[config.mk]
export PLATFORM = sky130hd
export DESIGN_NAME = uart_tx_frame
export DESIGN_NICKNAME = d
export VERILOG_FILES = /design/src/rtl/uart_tx_frame.sv
export SDC_FILE = /design/constraint.sdc
export NUM_CORES = 1
export LEC_CHECK = 0
export ABC_AREA = 1
export BUFFER_PORTS_ARGS = -buffer_cell sky130_fd_sc_hd__buf_4
export CAP_MARGIN = 25
export CORE_ASPECT_RATIO = 0.75
export CORE_MARGIN = 5
export CORE_UTILIZATION = 40
export DETAILED_ROUTE_END_ITERATION = 7
export HOLD_SLACK_MARGIN = 0.05
export PLACE_DENSITY = 0.68
export SETUP_SLACK_MARGIN = 0.2
export SYNTH_ARGS = -nofsm -noshare
export SYNTH_HDL_FRONTEND = slang
export SYNTH_SLANG_ARGS = --single-unit
[constraint.sdc]
create_clock -name clk -period 2.7 [get_ports clk]
set_input_delay 0.135 -clock clk [delete_from_list [all_inputs] [get_ports clk]]
set_output_delay 0.135 -clock clk [all_outputs]
set_load 0.01 [all_outputs]
[src/rtl/uart_tx_frame.sv]
// uart_tx_frame: single-channel UART transmitter producing one framed character
// per accepted payload: start bit, DATA_W data bits (LSB first), optional
// parity bit, one or two stop bits. Each bit lasts CLKS_PER_BIT clock cycles.
// Optional feature macro: UART_TX_PARITY_INJECT_EN adds the par_inject input,
// which inverts the parity of the accepted frame for error-injection testing.
module uart_tx_frame #(
  parameter int DATA_W       = 8,
  parameter int CLKS_PER_BIT = 16
) (
  input  logic              clk,
  input  logic              rst,
  input  logic [DATA_W-1:0] tx_data_in,
  input  logic              tx_valid,
  output logic              tx_ready,
  input  logic              par_en,
  input  logic              even_odd,
  input  logic              stop2,
`ifdef UART_TX_PARITY_INJECT_EN
  input  logic              par_inject,
`endif
  output logic              tx_out,
  output logic              tx_busy,
  output logic              parity_bit
);

  localparam int CNT_W = (CLKS_PER_BIT > 1) ? $clog2(CLKS_PER_BIT) : 1;
  localparam int IDX_W = (DATA_W > 1) ? $clog2(DATA_W) : 1;
  localparam logic [CNT_W-1:0] CNT_LAST = CNT_W'(CLKS_PER_BIT - 1);
  localparam logic [IDX_W-1:0] IDX_LAST = IDX_W'(DATA_W - 1);

  typedef enum logic [2:0] {
    IDLE   = 3'd0,
    START  = 3'd1,
    DATA   = 3'd2,
    PARITY = 3'd3,
    STOP   = 3'd4
  } state_t;

  state_t            state_q, state_d;
  logic [CNT_W-1:0]  cnt_q, cnt_d;
  logic [IDX_W-1:0]  idx_q, idx_d;
  logic [DATA_W-1:0] data_q, data_d;
  logic              par_en_q, par_en_d;
  logic              even_odd_q, even_odd_d;
  logic              stop2_q, stop2_d;
  logic              parity_q, parity_d;
  logic              tx_out_q, tx_out_d;
  logic              bit_end;
  logic              accept_parity;
  logic              frame_parity;

`ifdef UART_TX_PARITY_INJECT_EN
  logic              inject_q, inject_d;
  // Parity computed from the incoming payload (loaded into parity_bit at accept)
  // and from the latched copy (driven onto the line in the parity slot).
  assign accept_parity = (^tx_data_in) ^ even_odd ^ par_inject;
  assign frame_parity  = (^data_q) ^ even_odd_q ^ inject_q;
`else
  assign accept_parity = (^tx_data_in) ^ even_odd;
  assign frame_parity  = (^data_q) ^ even_odd_q;
`endif

  // The block is only ready while idle; busy is simply the complement.
  assign tx_ready   = (state_q == IDLE);
  assign tx_busy    = ~tx_ready;
  assign tx_out     = tx_out_q;
  assign parity_bit = parity_q;

  assign bit_end = (cnt_q == CNT_LAST);

  // Next-state, next-bit and latch logic; tx_out_d is the value for the next cycle.
  always_comb begin
    state_d    = state_q;
    cnt_d      = cnt_q;
    idx_d      = idx_q;
    data_d     = data_q;
    par_en_d   = par_en_q;
    even_odd_d = even_odd_q;
    stop2_d    = stop2_q;
    parity_d   = parity_q;
    tx_out_d   = tx_out_q;
`ifdef UART_TX_PARITY_INJECT_EN
    inject_d   = inject_q;
`endif

    // Bit-period counter runs in every non-idle state and wraps at each bit.
    if (state_q != IDLE) begin
      cnt_d = bit_end ? '0 : cnt_q + 1'b1;
    end

    case (state_q)
      IDLE: begin
        tx_out_d = 1'b1;
        cnt_d    = '0;
        idx_d    = '0;
        if (tx_valid) begin
          data_d     = tx_data_in;
          par_en_d   = par_en;
          even_odd_d = even_odd;
          stop2_d    = stop2;
`ifdef UART_TX_PARITY_INJECT_EN
          inject_d   = par_inject;
`endif
          parity_d   = accept_parity;
          tx_out_d   = 1'b0;
          state_d    = START;
        end
      end
      START: begin
        if (bit_end) begin
          idx_d    = '0;
          tx_out_d = data_q[0];
          state_d  = DATA;
        end
      end
      DATA: begin
        if (bit_end) begin
          if (idx_q == IDX_LAST) begin
            idx_d = '0;
            if (par_en_q) begin
              tx_out_d = frame_parity;
              state_d  = PARITY;
            end else begin
              tx_out_d = 1'b1;
              state_d  = STOP;
            end
          end else begin
            idx_d    = idx_q + 1'b1;
            tx_out_d = data_q[idx_d];
          end
        end
      end
      PARITY: begin
        if (bit_end) begin
          idx_d    = '0;
          tx_out_d = 1'b1;
          state_d  = STOP;
        end
      end
      STOP: begin
        tx_out_d = 1'b1;
        if (bit_end) begin
          if (stop2_q && (idx_q == '0)) begin
            idx_d = idx_q + 1'b1;
          end else begin
            idx_d   = '0;
            state_d = IDLE;
          end
        end
      end
      default: begin
        state_d  = IDLE;
        cnt_d    = '0;
        idx_d    = '0;
        tx_out_d = 1'b1;
      end
    endcase
  end

  // State and output registers; reset abandons any frame in flight.
  always_ff @(posedge clk or posedge rst) begin
    if (rst) begin
      state_q    <= IDLE;
      cnt_q      <= '0;
      idx_q      <= '0;
      data_q     <= '0;
      par_en_q   <= 1'b0;
      even_odd_q <= 1'b0;
      stop2_q    <= 1'b0;
      parity_q   <= 1'b0;
      tx_out_q   <= 1'b1;
`ifdef UART_TX_PARITY_INJECT_EN
      inject_q   <= 1'b0;
`endif
    end else begin
      state_q    <= state_d;
      cnt_q      <= cnt_d;
      idx_q      <= idx_d;
      data_q     <= data_d;
      par_en_q   <= par_en_d;
      even_odd_q <= even_odd_d;
      stop2_q    <= stop2_d;
      parity_q   <= parity_d;
      tx_out_q   <= tx_out_d;
`ifdef UART_TX_PARITY_INJECT_EN
      inject_q   <= inject_d;
`endif
    end
  end

endmodule

# Word-level counts from Yosys, hierarchy flattened
# Index checks and enable logic that the tools add are counted.
# classes
addsub,2
magnitude_cmp,1
n_eq_ne,15
muxes,27
bitwise_logic,3
n_reduce_logical,12
# op_table
cell,count
$mux 3,13
$reduce_xor 8->1,2
$pmux 3 s5,1
$ne 2x2->1 const B,7
$mux 4,3
$pmux 3 s3,1
$mux 1,7
$reduce_and 7->1,1
$eq 3x2->1 const B,2
$eq 3x3->1 const B,2
$logic_not 3->1,2
$reduce_and 3->1,2
$add 4x1->4 const B,1
$eq 4x4->1 const B,1
$lt 3x4->1 const B,1
$ne 2x1->1 const B,2
$pmux 1 s4,1
$reduce_or 4->1,1
$add 3x1->3 const B,1
$bmux 1 s3,1
$eq 3x1->1 const B,1
$reduce_bool 3->1,1
$reduce_and 2->1,1
$reduce_or 2->1,1
other kinds (3),4
# totals
ff_bits,23
inputBits,14
output_inout_bits,4
word_cells,69

# Depth between registers and ports, before layout
# Gate-level depths: netlist of run 1.
# depth
depth_word,6
ltp_mapped,12
mapped_depth_nobuf,12

# Worst setup path before layout of run 1
# No wires, ideal clock.
# synth_timing
kind,reg2reg
startpoint,reg idx_q[0]
endpoint,reg state_q[2]
setup_time_ns,0.083
arrival_ns,1.381
t_required_ns,2.617
path_slack_ns,1.236
stages_incl_launch_ff,9
path_buffers,0
synth_period_minus_slack_ns,1.464
path_cell_list,dfrtp_1 -> inv_1 -> ha_1 -> and3_1 -> nand2_1 -> o21ai_1 -> nor3_2 -> nand3_1 -> o21ai_0
# synth_between
elab_chain_cells,4
elab_cells_between_ends,6
cone_classes,eq/ne: 3; reduce/logical: 3
# synth_rtl
element,line,text
"start, declared",41,"logic [IDX_W-1:0] idx_q, idx_d;"
"start signal, assigned",178,idx_q <= idx_d;
$logic_not 3->1,143,if (stop2_q && (idx_q == '0)) begin
$logic_and 1x1->1,143,
$ne 2x2->1 (no line),--,
$reduce_and 7->1 (no line) (*),--,
"end signal, assigned",176,state_q <= state_d;
"end, declared",39,"state_t state_q, state_d;"
# Mark *: on every way between the ends. The rest lies on a longest branch, timed or not.
# A chain may end at the register's enable or synchronous reset.

# Worst setup path in the final report of run 1
# Ends and elaborated chain as after synthesis.

==> results.json, run 1 <==
{
  "ys_ff_latch": 23,
  "ys_seq_area_share_pct": 41.5,
  "drv_slew": 0,
  "place_congestion": 0.870,
  "critPathMaxFanout": 7,
  "grt_usage_pct": 12.2,
  "finalClockSkew_ps": 1.74,
  "grt_overflow": 0,
  "setup_tns_ps": 0,
  "startpoint_type": "flip-flop",
  "crit_family": "simple AND/OR/NAND/NOR gates",
  "yosysWarnings": 0,
  "root_buffer": "clkbuf_8",
  "p_comb_share_pct": 51.6,
  "hp-class": "in2async",
  "critical-path-max-stage-delay_ps": 440,
  "critical_path_required_ps": 2890,
  "fmax_mhz": 606,
  "hold_buffers": 0,
  "htreeDepth": 1,
  "cts_buffers": 3,
  "num_rows": 18,
  "worstSkewPairLatency_ps": 260,
  "p_leak_nw": 0.862,
  "synth_top_family_by_area": "simple AND/OR/NAND/NOR gates",
  "yosys.area_share.simple_pct": 31.4,
  "syn_nets": 210,
  "fin_crit_sh_pct": 61.1,
  "synth.area.mux_share_pct": 0,
  "grt_pass1_vias": 1114,
  "synth_compound_area_share_pct": 9.28,
  "nFillCells": 307,
  "crit_chain": "inv_1, ha_1, and3_1, nand2_1, o21ai_1, nor3_2, nand3_1, o21ai_0",
  "p_int_uw": 957,
  "wl_um": 2730,
  "fp.dieH_um": 61.0,
  "hold_viol": 0,
  "path_clk_slew_ps": 80,
  "power_density_nw_per_um2": 1080,
  "synth.cell_area_um2": 1390,
  "grt_setup_unrepaired": "no",
  "vias": 1223,
  "first_iter_violations": 33,
  "yosysTopAreaCell": "dfrtp_1",
  "firstDrtPassIters": 4,
  "reg2reg_depth": 8,
  "diodes": 0,
  "yosysMostFrequentCell": "nand2_1",
  "synth_edf_count": 0,
  "dieArea_um2": 4760,
  "fp.dieW_um": 78.0,
  "synthTopCellsByArea": "dfrtp_1 40%, nand2_1 18%, inv_1 7.6%",
  "grt_pass1_wl_um": 4730,
  "crit_slowest_cell": "dfrtp_1",
  "clkSinkCount": 23,
  "synth_cells": 192,
  "core_area_um2": 3310,
  "port_buffers": 17,
  "synth-xor-area-share_pct": 5.05,
  "nNetsFinal": 230,
  "r2r_setup_slack_ps": 1050,
  "clock_path_buffers": 2,
  "utilization_pct": 48.4,
  "p_sw_uw": 773,
  "setup_violations": 0,
  "period_minus_slack_ps": 1650,
  "critPathKind": "reg2reg",
  "path_buf_inv": 1,
  "status": "finished clean",
  "drcViolationCount": 0,
  "syn2layout_area_growth_pct": 15.3,
  "post-synth-top-area-fraction_pct": 39.6,
  "swShare_pct": 44.7,
  "relSlewSlack_pct": 40.3,
  "ir_drop_mv": 0.495,
  "drv_cap": 0,
  "wl_per_cell_um": 10.9,
  "synthFlopType": "dfrtp_1",
  "post_cts_resized": 0,
  "drive_above_1_share_pct": 15.2,
  "worst_pin_slew_ps": 895,
  "end_kind": "flip-flop",
  "reg2reg_to": "state_q[2]",
  "cts_setup_buffers": 0,
  "start_util_pct": 42.0,
  "cp.arrival_ps": 1840,
  "worstReg2RegStart": "idx_q[0]",
  "synth_area_per_cell_um2": 7.23,
  "drtAntennaViolNets": 0,
  "post-dp-hpwl_um": 2110,
  "synth_adder_area_share_pct": 3.60,
  "p_seq_share_pct": 36.0,
  "antenna_found_initial": 0,
  "cts_tree": "done",
  "io-pin-count": 18,
  "synth_common_cells": "68 x nand2_1, 28 x inv_1, 22 x dfrtp_1",
  "async_flop_share_pct": 100,
  "viasPerCell": 4.87,
  "netlist-cell-type-count": 27,
  "grt_max_degree": 24,
  "power_frac_clock_pct": 12.4
}
-- through the flow --
| step | area, um^2 | instances | total power, mW | worst slack, ps | hold slack [ps] |
|---|---|---|---|---|---|
| final | 1600 | 251 | 1.73 | 1050 | 60.1 |
| after global routing | 1600 | 251 | 1.91 | 887 | 78.7 |
| after CTS | 1600 | 251 | 1.74 | 1050 | 59.4 |
| after detailed placement | 1560 | 247 | 1.52 | 1070 | 335 |
| after global placement | 1560 | 247 | 1.51 | 1130 | 336 |
| after floorplan | 1390 | 192 | 1.30 | 1240 | 136 |
-- worst max-delay path by stage --
stage | depth (start not counted) | slack, ps | from | to
4_1_cts | 8 | 1050 | idx_q[0] | state_q[2]
3_5_place_dp | 8 | 1070 | idx_q[0] | state_q[2]
6_report | 8 | 1050 | idx_q[0] | state_q[2]
5_1_grt | 8 | 890 | idx_q[0] | state_q[1]
2_1_floorplan | 8 | 1240 | idx_q[0] | state_q[2]
3_3_place_gp | 7 | 1130 | idx_q[0] | state_q[1]
-- area by class of cell --
class	count	area (um^2)	area share (%)
inverter	31	116	7.27
clock buffer	4	45.0	2.81
timing repair buffer	17	128	7.97
sequential	23	577	36.0
multi-input combinational	136	686	42.8
tap	40	50.0	3.12
-- state kept, by name (all words and copies together), names as in the netlist --
| name | flops |
|---|---|
| stop2_q | 1 |
| par_en_q | 1 |
| even_odd_q | 1 |
| state_q | 3 |
| cnt_q | 4 |
| parity_bit | 1 |
| tx_out | 1 |
| idx_q | 3 |
| data_q | 8 |
-- layer usage --
layer / GRT usage [%] / share of wire, % / vias to the layer above
li1: - / - / 634
met1: 16.2 / 52 / 560
met2: 20.9 / 43 / 24
met3: 1.75 / 4.0 / 5
met4: 4.34 / 1.5 / 0
met5: 0 / 0 / -
-- placed cells by master, fill, tap and decap left out --
master	Yosys	routed
inv_1	28	28
or2_2	2	2
nand2_2	1	1
nand2_1	68	68
dfstp_2	1	1
a21oi_4	1	1
xor2_1	3	3
nor2_1	7	7
o21bai_1	1	1
inv_2	3	3
dfrtp_1	22	22
ha_1	4	4
and3_1	1	1
buf_4	0	17
o21ai_1	3	3
clkbuf_1	0	1
nor4_1	2	2
nor2_2	3	3
o21ai_0	10	10
xnor2_1	5	5
a21oi_1	4	4
o31ai_1	1	1
or2_1	1	1
nand3b_1	1	1
clkbuf_8	0	3
o22ai_1	2	2
nand3_1	14	14
nor3_1	1	1
nor3_2	1	1
-- power by group through the flow --
stage               logic (mW)  clock network [mW]  registers [mW]
detailed placement       0.895                   0           0.626
global route              1.03               0.231           0.643
CTS                      0.900               0.223           0.622
global placement         0.880                   0           0.628
floorplan                0.701                   0           0.601
finish                   0.892               0.215           0.623
-- logic make-up (layout without fill, tap and decap cells) --
kind of cell / count (synthesis) / in the layout
compound gates: 22 / 22
xor+xnor: 8 / 8
fa+ha+maj: 4 / 4
buf+inv: 33 / 52
flops: 23 / 23
simple gates: 102 / 102
(Power assumes the default switching activity.)
==> inputs of run 2 (changes only) <==
PLACE_DENSITY = 0.7   (was 0.68)
clock period = 1.49 ns   (was 2.7 ns; I/O delays follow)
==> results.json, run 2 (synthesis results as in run 1) <==
{
  "status": "finished clean",
  "firstDrtPassIters": 4,
  "p_sw_mw": 1.69,
  "critPathMaxFanout": 6,
  "nFillCells": 275,
  "nNetsFinal": 260,
  "reg2reg_depth": 8,
  "port_buffers": 17,
  "viasPerCell": 4.81,
  "post-dp-hpwl_um": 2230,
  "power_frac_clock_pct": 10.3,
  "start_util_pct": 42.0,
  "ir_drop_mv": 1.36,
  "postPlaceCellArea_um2": 1670,
  "drv_slew": 0,
  "fmax_mhz": 691,
  "cts_tree": "done",
  "cts_buffers": 3,
  "setup_tns_ps": 0,
  "p_leak_nw": 1.03,
  "wl_per_cell_um": 12.1,
  "mostFrequentLayoutCells": "65 x nand2_1, 30 x buf_4, 22 x inv_1, 22 x dfrtp_1",
  "fp.dieH_um": 61.0,
  "setup_violations": 0,
  "syn2layout_area_growth_pct": 43.2,
  "hold_ws_ps": 59.5,
  "critical_path_required_ps": 1710,
  "worstHoldPathCells": 3,
  "cp_common_cell": "nor2_4",
  "top_register": "data_q",
  "fin_crit_sh_pct": 97.1,
  "antenna_found_initial": 0,
  "wl_um": 3410,
  "core_area_um2": 3310,
  "grt_max_degree": 24,
  "period_minus_slack_ps": 1450,
  "holdPathEnd": "data_q[7]",
  "p_seq_share_pct": 29.7,
  "diodes": 0,
  "cp.arrival_ps": 1670,
  "seq_area_um2": 577,
  "critical-path-max-stage-delay_ps": 430,
  "place_ws_ps": 32.5,
  "top_regs": "data_q (8), cnt_q (4)",
  "dieArea_um2": 4760,
  "swShare_pct": 43.9,
  "hold_start": "tx_data_in[7]",
  "worstSkewPairLatency_ps": 270,
  "layout_commonest_cell": "nand2_1",
  "hold_viol": 0,
  "reg2reg_to": "cnt_q[0]",
  "io-pin-count": 18,
  "path_clk_slew_ps": 80,
  "crit_slowest_cell": "dfrtp_1",
  "hp-class": "in2reg",
  "p_int_mw": 2.16,
  "htreeDepth": 1,
  "drcViolationCount": 0,
  "vias": 1352,
  "drive_above_1_share_pct": 30.3,
  "power_density_nw_per_um2": 1930,
  "worst_pin_slew_ps": 294,
  "end_kind": "flip-flop",
  "place_congestion": 0.819,
  "finalClockSkew_ps": 8.64,
  "grt_pass1_wl_um": 5830,
  "p_comb_share_pct": 60.0,
  "critPathKind": "reg2reg",
  "fp.dieW_um": 78.0,
  "crit_chain": "nor2_4, inv_2, nor2_4, nor2_4, a21oi_4, inv_2, or2_1, inv_1",
  "grt_overflow": 0,
  "drv_cap": 0,
  "startpoint_type": "flip-flop",
  "drtAntennaViolNets": 0,
  "clock_path_buffers": 2,
  "grt_setup_unrepaired": "yes",
  "crit_family": "simple AND/OR/NAND/NOR gates",
  "first_iter_violations": 70,
  "r2r_setup_slack_ps": 40,
  "relSlewSlack_pct": 80.4,
  "setup_ws_ps": 42.7,
  "worstReg2RegStart": "state_q[0]",
  "multi_input_area_um2": 796,
  "grt_pass1_vias": 1326,
  "path_buf_inv": 3,
  "num_rows": 18,
  "utilization_pct": 60.1,
  "design_area_um2": 1990,
  "grt_usage_pct": 15.3,
  "largest_reg_flops": 8,
  "root_buffer": "clkbuf_8",
  "clkSinkCount": 23
}
==> run 2: what timing repair did <==
action,CTS,global route
gates cloned,1,1
gates resized for setup,14,16
pin swaps,9,6
setup buffers,5,3
endpoints found under the hold margin,32,0
hold buffers,11,0
setup endpoints to repair,14,23
==> run 2: layer usage <==
metal	up-vias	part of all wire [%]	global-route usage (%)
met4	0	0.94	3.61
met2	36	46	25.4
met1	611	47	20.8
li1	701	-	-
met5	-	0	0
met3	4	6.1	3.51
==> run 2: worst max path at each step <==
stage | to | depth (start not counted) | slack, ps | start
finish | cnt_q[0] | 8 | 40 | state_q[0]
global route | state_q[2] | 8 | -40 | idx_q[0]
CTS | cnt_q[0] | 8 | 90 | state_q[0]
detailed placement | state_q[2] | 7 | 30 | cnt_q[0]
global placement | state_q[2] | 7 | 60 | cnt_q[0]
floorplan | state_q[2] | 8 | 140 | idx_q[0]
==> run 2: cell type report <==
| class | count | share of cell area (%) |
|---|---|---|
| multi-input combinational | 136 | 40.0 |
| sequential | 23 | 29.0 |
| timing repair buffer | 47 | 20.3 |
| inverter | 31 | 5.97 |
| tap | 40 | 2.52 |
| clock buffer | 4 | 2.26 |
==> run 2: worst reg2reg max path, stage by stage (launching register included) <==
cell and delay (ps):
dfrtp_1 430, nor2_4 150, inv_2 60, nor2_4 130
nor2_4 60, a21oi_4 200, inv_2 100, or2_1 210
inv_1 50
==> run 2: through the flow <==
stage	std cells	total power, mW
floorplan	192	2.44
CTS	277	3.61
global route	281	4.24
global placement	256	2.95
detailed placement	256	2.99
finish	281	3.84
==> run 2: power groups by stage <==
stage               Combinational (mW)  Clock [mW]  Sequential (mW)
floorplan                         1.35           0             1.09
global placement                  1.83           0             1.13
detailed placement                1.86           0             1.13
finish                            2.31       0.395             1.14
CTS                               2.07       0.411             1.13
global route                      2.62       0.438             1.18
==> inputs of run 3 (changes only) <==
CELL_PAD_IN_SITES_DETAIL_PLACEMENT = 1   (was not set)
CELL_PAD_IN_SITES_GLOBAL_PLACEMENT = 2   (was not set)
CORE_UTILIZATION = 29   (was 40)
PLACE_DENSITY = 0.83   (was 0.7)
==> results.json, run 3 (synthesis results as in run 1) <==
{
  "hold_viol": 0,
  "num_rows": 21,
  "path_clk_slew_ps": 90,
  "grt_pass1_wl_um": 6530,
  "p_leak_nw": 1.05,
  "worstSkewPairLatency_ps": 270,
  "multi_input_area_um2": 857,
  "nNetsFinal": 257,
  "power.total_mw": 3.93,
  "firstDrtPassIters": 4,
  "grt_usage_pct": 12.4,
  "holdPathEnd": "data_q[0]",
  "drtAntennaViolNets": 0,
  "io-pin-count": 18,
  "start_util_pct": 30.6,
  "violations": "negative setup slack",
  "ir_drop_mv": 0.968,
  "post-dp-hpwl_um": 2830,
  "diodes": 0,
  "place_ws_ps": 22.4,
  "seq_area_um2": 577,
  "setup_violations": 1,
  "hold_start": "tx_data_in[0]",
  "worst_pin_slew_ps": 326,
  "drv_cap": 0,
  "vias": 1351,
  "antenna_found_initial": 0,
  "cts_tree": "done",
  "relSlewSlack_pct": 78.2,
  "wl_per_cell_um": 13.4,
  "drcViolationCount": 0,
  "worstHoldPathCells": 3,
  "grt_overflow": 0,
  "mostFrequentLayoutCells": "60 x nand2_1, 28 x buf_4, 22 x dfrtp_1, 21 x inv_1, 12 x nand3_1",
  "viasPerCell": 4.58,
  "worstReg2RegStart": "idx_q[0]",
  "finalClockSkew_ps": 7.85,
  "layout_commonest_cell": "nand2_1",
  "drive_above_1_share_pct": 34.5,
  "clock_path_buffers": 2,
  "cts_buffers": 3,
  "port_buffers": 17,
  "r2r_setup_slack_ps": -10,
  "root_buffer": "clkbuf_8",
  "hp-class": "in2reg",
  "cp.arrival_ps": 1700,
  "critical_path_required_ps": 1690,
  "wl_um": 3940,
  "fp.dieH_um": 69.9,
  "place_congestion": 0.815,
  "startpoint_type": "flip-flop",
  "grt_max_degree": 24,
  "reg2reg_to": "tx_out",
  "power_density_nw_per_um2": 1900,
  "largest_reg_flops": 8,
  "grt_pass1_vias": 1387,
  "fmax_mhz": 665,
  "clkSinkCount": 23,
  "reg2reg_depth": 10,
  "syn2layout_area_growth_pct": 48.6,
  "top_register": "data_q",
  "dieArea_um2": 6290,
  "period_minus_slack_ps": 1500,
  "fin_crit_sh_pct": 101,
  "first_iter_violations": 38,
  "critPathMaxFanout": 3,
  "end_kind": "flip-flop",
  "nFillCells": 558,
  "grt_setup_unrepaired": "yes",
  "fp.dieW_um": 89.9,
  "core_area_um2": 4550,
  "critPathKind": "reg2reg",
  "drv_slew": 0,
  "top_regs": "data_q (8), cnt_q (4)",
  "status": "finished, violations left",
  "setup_ws_ps": -13.2,
  "htreeDepth": 1
}
-- run 3: changes by cell type in the layout (fill, tap and decap cells not counted), sizes merged --
cell,previous run,this run
clkinv,0,1
buf,36,33
dlygate4sd3,11,10
dlymetal6s4s,0,1
clkbuf,4,3
-- run 3: how the worst max path moves through the flow --
stage | from | endpoint
after floorplan | idx_q[0] | state_q[2]
after global placement | state_q[1] | state_q[0]
after detailed placement | idx_q[0] | tx_out
after CTS | idx_q[0] | tx_out
after global routing | idx_q[0] | tx_out
final | idx_q[0] | tx_out
-- run 3: repair_timing --
item | in CTS | in global routing
pin swaps | 7 | 12
buffers inserted | 4 | 3
gates resized for setup | 18 | 27
endpoints found under the hold margin | 32 | 0
hold buffers | 11 | 0
endpoints found under the setup margin | 20 | 21
-- run 3: area by class of cell --
type                    instances  area share (%)
inverters                      31            6.00
clock inverters                 1           0.243
repair buffers                 44            18.8
clock buffers                   3            2.00
flip-flops and latches         23            28.0
well taps                      57            3.46
multi-input cells             136            41.5
-- run 3: stage by stage --
step,instance area [um^2],hold slack (ps),setup TNS [ps],utilization [%],instances
finish,2060,106,-13.2,45.4,295
global route,2060,129,-267,45.4,295
CTS,1940,90.6,0,42.7,292
detailed placement,1700,151,0,37.4,273
global placement,1700,143,0,37.4,273
floorplan,1430,75.7,0,-,192
-- run 3: worst max-delay path: stages (launching register included) --
cell	delay, ps
dfrtp_1	430
inv_2	90
ha_4	200
inv_2	70
nand3_1	100
nand3_1	100
nand2_2	60
o21bai_1	150
inv_1	70
nand2_2	90
a21oi_2	50
-- run 3: layer usage --
metal,part of all wire (%),vias up,wire length [um],global-route usage [%]
met5,0,-,0,0
met4,0.84,0,33,1.98
met3,4.1,4,162,2.79
met2,46,25,1810,20.5
met1,49,632,1930,16.8
li1,-,690,-,-
-- run 3: power breakdown --
part / internal, mW / total, mW / switching (mW)
combinational: 1.03 / 2.39 / 1.36
sequential: 0.900 / 1.13 / 0.235
clock: 0.187 / 0.396 / 0.209
total: 2.12 / 3.93 / 1.80
